==> src/rtl/ristretto_fetch_unit_if.sv <==
// Instruction-memory request/grant/response-valid bus between the fetch unit and imem.
// The master drives the request; the slave grants it and returns one response later.
interface ristretto_fetch_unit_if #(
  parameter int unsigned DataWidth = 32,
  parameter int unsigned AddrWidth = 32
);
  logic                 req;
  logic [AddrWidth-1:0] addr;
  logic                 gnt;
  logic                 rvalid;
  logic [DataWidth-1:0] rdata;
  logic                 err;

  modport master (
    output req,
    output addr,
    input  gnt,
    input  rvalid,
    input  rdata,
    input  err
  );

  modport slave (
    input  req,
    input  addr,
    output gnt,
    output rvalid,
    output rdata,
    output err
  );
endinterface

==> src/rtl/ristretto_fetch_unit.sv <==
// Single-outstanding instruction fetcher feeding the IF-stage prefetch buffer.
// Owns the sequential PC; redirects restart it and drop responses already in flight.
module ristretto_fetch_unit #(
  parameter int unsigned          DataWidth = 32,
  parameter int unsigned          AddrWidth = 32,
  parameter logic [AddrWidth-1:0] BootAddr  = 32'h0000_0080
) (
  input  logic                 clk_i,
  input  logic                 rstn_i,
  input  logic                 fu_fetch_i,
  output logic                 fu_busy_o,
  output logic                 fu_new_instr_o,
  output logic [DataWidth-1:0] fu_instr_o,
  output logic                 fu_instr_err_o,
  output logic [AddrWidth-1:0] fu_current_pc_o,
  input  logic                 fu_redirect_i,
  input  logic [AddrWidth-1:0] fu_redirect_pc_i,
  ristretto_fetch_unit_if.master imem
);

  typedef enum logic [1:0] {
    StIdle,
    StReq,
    StWait,
    StFlush
  } state_e;

  state_e                 state_q, state_d;
  logic [AddrWidth-1:0]   pc_q, pc_d;
  logic [DataWidth-1:0]   instr_q, instr_d;
  logic                   instr_err_q, instr_err_d;
  logic                   new_instr_q, new_instr_d;
  logic [AddrWidth-1:0]   redirect_target;

  assign redirect_target = {fu_redirect_pc_i[AddrWidth-1:2], 2'b00};

  always_comb begin
    state_d     = state_q;
    pc_d        = pc_q;
    instr_d     = instr_q;
    instr_err_d = instr_err_q;
    new_instr_d = 1'b0;
    imem.req    = 1'b0;

    unique case (state_q)
      StIdle: begin
        if (fu_redirect_i) begin
          pc_d = redirect_target;
        end else if (fu_fetch_i) begin
          state_d = StReq;
        end
      end
      StReq: begin
        imem.req = 1'b1;
        if (fu_redirect_i) begin
          pc_d = redirect_target;
          // A grant in the redirect cycle still owes us one response to drain.
          state_d = imem.gnt ? StFlush : StIdle;
        end else if (imem.gnt) begin
          state_d = StWait;
        end
      end
      StWait: begin
        if (fu_redirect_i) begin
          pc_d    = redirect_target;
          state_d = imem.rvalid ? StIdle : StFlush;
        end else if (imem.rvalid) begin
          instr_d     = imem.rdata;
          instr_err_d = imem.err;
          new_instr_d = 1'b1;
          pc_d        = pc_q + AddrWidth'(4);
          state_d     = StIdle;
        end
      end
      StFlush: begin
        if (fu_redirect_i) begin
          pc_d = redirect_target;
        end
        if (imem.rvalid) begin
          state_d = StIdle;
        end
      end
      default: state_d = StIdle;
    endcase
  end

  always_ff @(posedge clk_i or negedge rstn_i) begin
    if (!rstn_i) begin
      state_q     <= StIdle;
      pc_q        <= BootAddr;
      instr_q     <= '0;
      instr_err_q <= 1'b0;
      new_instr_q <= 1'b0;
    end else begin
      state_q     <= state_d;
      pc_q        <= pc_d;
      instr_q     <= instr_d;
      instr_err_q <= instr_err_d;
      new_instr_q <= new_instr_d;
    end
  end

  assign imem.addr       = pc_q;
  assign fu_busy_o       = (state_q != StIdle);
  assign fu_new_instr_o  = new_instr_q;
  assign fu_instr_o      = instr_q;
  assign fu_instr_err_o  = instr_err_q;
  assign fu_current_pc_o = pc_q;

  // A response is only legal while one is owed to us.
  rvalid_only_when_owed: assert property (
    @(posedge clk_i) disable iff (!rstn_i)
    imem.rvalid |-> (state_q == StWait || state_q == StFlush)
  ) else $error("imem rvalid with no outstanding transaction");

endmodule

==> src/flat_wrapper.sv <==
// flat-port wrapper written by rule: the top's interface ports become plain ports
module ristretto_fetch_unit_flat 
#(
  parameter int unsigned          DataWidth = 32,
  parameter int unsigned          AddrWidth = 32,
  parameter logic [AddrWidth-1:0] BootAddr  = 32'h0000_0080
)
  (clk_i, rstn_i, fu_fetch_i, fu_busy_o, fu_new_instr_o, fu_instr_o, fu_instr_err_o, fu_current_pc_o, fu_redirect_i, fu_redirect_pc_i, imem_req, imem_addr, imem_gnt, imem_rvalid, imem_rdata, imem_err);
  ristretto_fetch_unit_if #(.DataWidth(DataWidth), .AddrWidth(AddrWidth)) imem_i ();
  input  logic clk_i;
  input  logic rstn_i;
  input  logic fu_fetch_i;
  output logic fu_busy_o;
  output logic fu_new_instr_o;
  output logic [DataWidth-1:0] fu_instr_o;
  output logic fu_instr_err_o;
  output logic [AddrWidth-1:0] fu_current_pc_o;
  input  logic fu_redirect_i;
  input  logic [AddrWidth-1:0] fu_redirect_pc_i;
  output wire logic [$bits(imem_i.req)-1:0] imem_req;
  output wire logic [$bits(imem_i.addr)-1:0] imem_addr;
  input wire logic [$bits(imem_i.gnt)-1:0] imem_gnt;
  input wire logic [$bits(imem_i.rvalid)-1:0] imem_rvalid;
  input wire logic [$bits(imem_i.rdata)-1:0] imem_rdata;
  input wire logic [$bits(imem_i.err)-1:0] imem_err;
  assign imem_req = imem_i.req;
  assign imem_addr = imem_i.addr;
  assign imem_i.gnt = imem_gnt;
  assign imem_i.rvalid = imem_rvalid;
  assign imem_i.rdata = imem_rdata;
  assign imem_i.err = imem_err;
  ristretto_fetch_unit #(.DataWidth(DataWidth), .AddrWidth(AddrWidth), .BootAddr(BootAddr)) u_core (.clk_i(clk_i), .rstn_i(rstn_i), .fu_fetch_i(fu_fetch_i), .fu_busy_o(fu_busy_o), .fu_new_instr_o(fu_new_instr_o), .fu_instr_o(fu_instr_o), .fu_instr_err_o(fu_instr_err_o), .fu_current_pc_o(fu_current_pc_o), .fu_redirect_i(fu_redirect_i), .fu_redirect_pc_i(fu_redirect_pc_i), .imem(imem_i));
endmodule
==> config.mk <==
export PLATFORM = sky130hd
export DESIGN_NAME = ristretto_fetch_unit_flat
export DESIGN_NICKNAME = d
export VERILOG_FILES = /design/src/rtl/ristretto_fetch_unit_if.sv /design/src/rtl/ristretto_fetch_unit.sv /design/src/flat_wrapper.sv
export SDC_FILE = /design/constraint.sdc
export NUM_CORES = 1
export LEC_CHECK = 0
export BUFFER_PORTS_ARGS = -buffer_cell sky130_fd_sc_hd__buf_2
export CORE_UTILIZATION = 30
export DETAILED_ROUTE_END_ITERATION = 12
export SKIP_CTS_REPAIR_TIMING = 1
export SYNTH_ARGS = -nofsm -noshare
export SYNTH_HDL_FRONTEND = slang
export SYNTH_SLANG_ARGS = --single-unit
==> constraint.sdc <==
create_clock -name clk_i -period 3.4 [get_ports clk_i]
set_input_delay 0.51 -clock clk_i [delete_from_list [all_inputs] [get_ports clk_i]]
set_output_delay 0.51 -clock clk_i [all_outputs]
set_load 0.02 [all_outputs]
==> results.toml <==
[status]
status = "finished, final reports clean"

[worst_setup_path]
r2r_end = "u_core.fu_current_pc_o[24]"
cp_max_fo = 10
start_kind = "flip-flop"
critPathRequiredTime_ns = 3.64
crit_end = "u_core.fu_current_pc_o[24]"
endpoint_kind = "flip-flop"
rr_worst_depth = 6
crit_start = "u_core.fu_current_pc_o[2]"
r2r-start = "u_core.fu_current_pc_o[2]"
crit_type = "reg2reg"
reg2reg_slack_ns = 1.36
arrival_ns = 2.28

[sta]
hold_viol = 0
report.final.slew_viol_count = 0
setup_violations = 0
min_period_ns = 2.04
relSlewSlack = 0.563
post-route-period-util = 0.601
tightest_slew_ns = 0.650
rsz0062_at_grt = "no"
fin_skew_ns = 0.00907
tns_ns = 0
clock.fmax_mhz = 489

[synth]
syn_inst = 408
ys_ff_latch = 66
syn-cell-area_sq_um = 3510
synth_top_area_frac = 0.463
yosysSeqAreaShare = 0.471
synthTopCellsByArea = "dfrtp_1 46%, nand2_1 14%, buf_4 7.7%"
ys_types = 54
ys_warn_count = 0
synth-main-ff-cell = "dfrtp_1"
avgSynthCellArea_sq_um = 8.60
synth-edff-count = 0
postSynth.asyncResetShare = 1.00
yosysTopAreaCell = "dfrtp_1"

[floorplanning]
dieArea_sq_um = 12100
rows = 39
fp.dieW_um = 110
core-area_sq_um = 11400
start_util = 0.307
pin_count = 171
fp.dieH_um = 110

[hold_path]
hold_class = "in2async"

[placement]
port_buffers = 164
dpl.hpwl_um = 6900
dp.cells = 671
gp_congestion = 0.780

[route]
dr.pass1.iters = 6
ant_nets = 0
wl_per_cell_um = 14.0
vias_per_cell = 4.81
drtIter0Drc = 184
drt_wl_total_um = 9620
vias = 3307
drc = 0

[global_route]
grtUsageTotal = 0.162
antenna_found_initial = 2
grt_max_degree = 36
grt_pass1_vias = 3019
overflow = 0
grt_pass1_wl_um = 14800

[power]
p_per_area_nw_per_um2 = 782
ir_worst_vdd_v = 0.000375
p_leak_nw = 2.27

[cells_and_area]
nNetsFinal = 611
area_delta_synth_final_pct = 29.5
drive_above_1_share = 0.366
finalNonFillerCells = 688

[cts]
cts_buffers = 9
worstSkewPairLatency_ns = 0.33
clock-root-buffer = "clkbuf_16"
cts_sinks = 66
path_clk_slew_ns = 0.06
cts_tree = "built"
clock_path_buffers = 2
cts_max_level = 3

[run]
maxCapViolations = 0
==> synthesized netlist by cell type (all sizes together), types with 2 or more instances <==
cell	count
and2	3
a21oi	21
a311oi	3
nor3	8
or3	2
nand2	129
a31oi	2
dfrtp	65
inv	5
o31a	2
nand3b	2
clkbuf	9
o311ai	3
xnor2	6
o22ai	3
xor2	3
and4	2
nor4	4
buf	42
or4	2
nor2	27
nand3	10
nand4	11
and3	2
o21ai	23
==> final cells by class <==
class                   instances  area [sq um]
inverters                       6          22.5
clock buffers                  12           246
fillers                      1204          6870
repair buffers                169           858
diodes                          1          2.50
flip-flops and latches         66          1650
multi-input cells             287          1510
clock inverters                 4          75.1
well taps                     143           179
==> worst min-delay path by stage <==
stage / startpoint / to / slack (ns) / cells after the start
global route: rstn_i / u_core.fu_current_pc_o[25] / 0.13 / 1
detailed placement: u_core.fu_instr_o[13] / u_core.fu_instr_o[13] / 0.46 / 2
global placement: u_core.fu_instr_o[14] / u_core.fu_instr_o[14] / 0.45 / 2
floorplan: rstn_i / u_core.fu_current_pc_o[10] / 0.21 / 0
CTS: rstn_i / u_core.fu_current_pc_o[25] / 0.11 / 1
finish: rstn_i / u_core.state_q[0] / 0.11 / 1
==> metrics by stage <==
stage / power [mW] / hold slack (ns) / setup slack, ns / utilization / cell area [sq um]
floorplan: 2.16 / 0.214 / 1.56 / - / 3520
global placement: 2.55 / 0.455 / 1.10 / 0.370 / 4220
detailed placement: 2.57 / 0.462 / 1.10 / 0.370 / 4220
CTS: 3.59 / 0.113 / 1.33 / 0.398 / 4540
global route: 3.79 / 0.132 / 1.06 / 0.398 / 4540
finish: 3.55 / 0.109 / 1.36 / 0.398 / 4540
==> state kept, by name, indices dropped and copies added, names as in the netlist <==
signal                  count
u_core.fu_instr_o          32
u_core.fu_current_pc_o     30
u_core.state_q              2
u_core.fu_instr_err_o       1
u_core.fu_new_instr_o       1
==> power breakdown <==
| part | switching [mW] | total (mW) | internal [mW] | leakage [nW] |
|---|---|---|---|---|
| clock network | 0.340 | 1.00 | 0.662 | 0.149 |
| registers | 0.230 | 1.27 | 1.04 | 0.800 |
| logic | 0.843 | 1.28 | 0.434 | 1.32 |
==> metal layers <==
layer  routed length [um]  global-route usage
met1                 4180               0.202
met2                 4460               0.262
met3                  873              0.0600
met4                  100              0.0479
met5                   13                   0
==> worst max-delay path: stages, from the launching register on <==
cell     delay [ns]
dfrtp_1        0.43
ha_1           0.21
nand2_1        0.17
nor4_4         0.61
nand4_1        0.19
xor2_1         0.17
o21ai_0        0.16
==> cells in the final DEF (no fill, tap or decap), types with 5 or more instances in the layout <==
cell	count
inv_1	5
nand4_1	9
clkbuf_16	9
xnor2_1	6
nand2_1	129
a21oi_1	21
buf_2	164
dfrtp_1	65
buf_4	5
nand3_1	8
o21ai_0	19
nor2_1	25
==> kinds of logic (layout without fill, tap and decap cells) <==
logic type / Yosys count / after routing / share of synthesized area
simple gates: 206 / 206 / 0.281
compound gates: 66 / 66 / 0.114
flops: 66 / 66 / 0.471
buf+inv: 58 / 191 / 0.104
xor+xnor: 9 / 9 / 0.0225
fa+ha+maj: 1 / 1 / 0.00356
other cells: 1 / 5 / 0.00107
mux: 1 / 1 / 0.00285
Note: power is estimated with default switching activity, not from simulation.
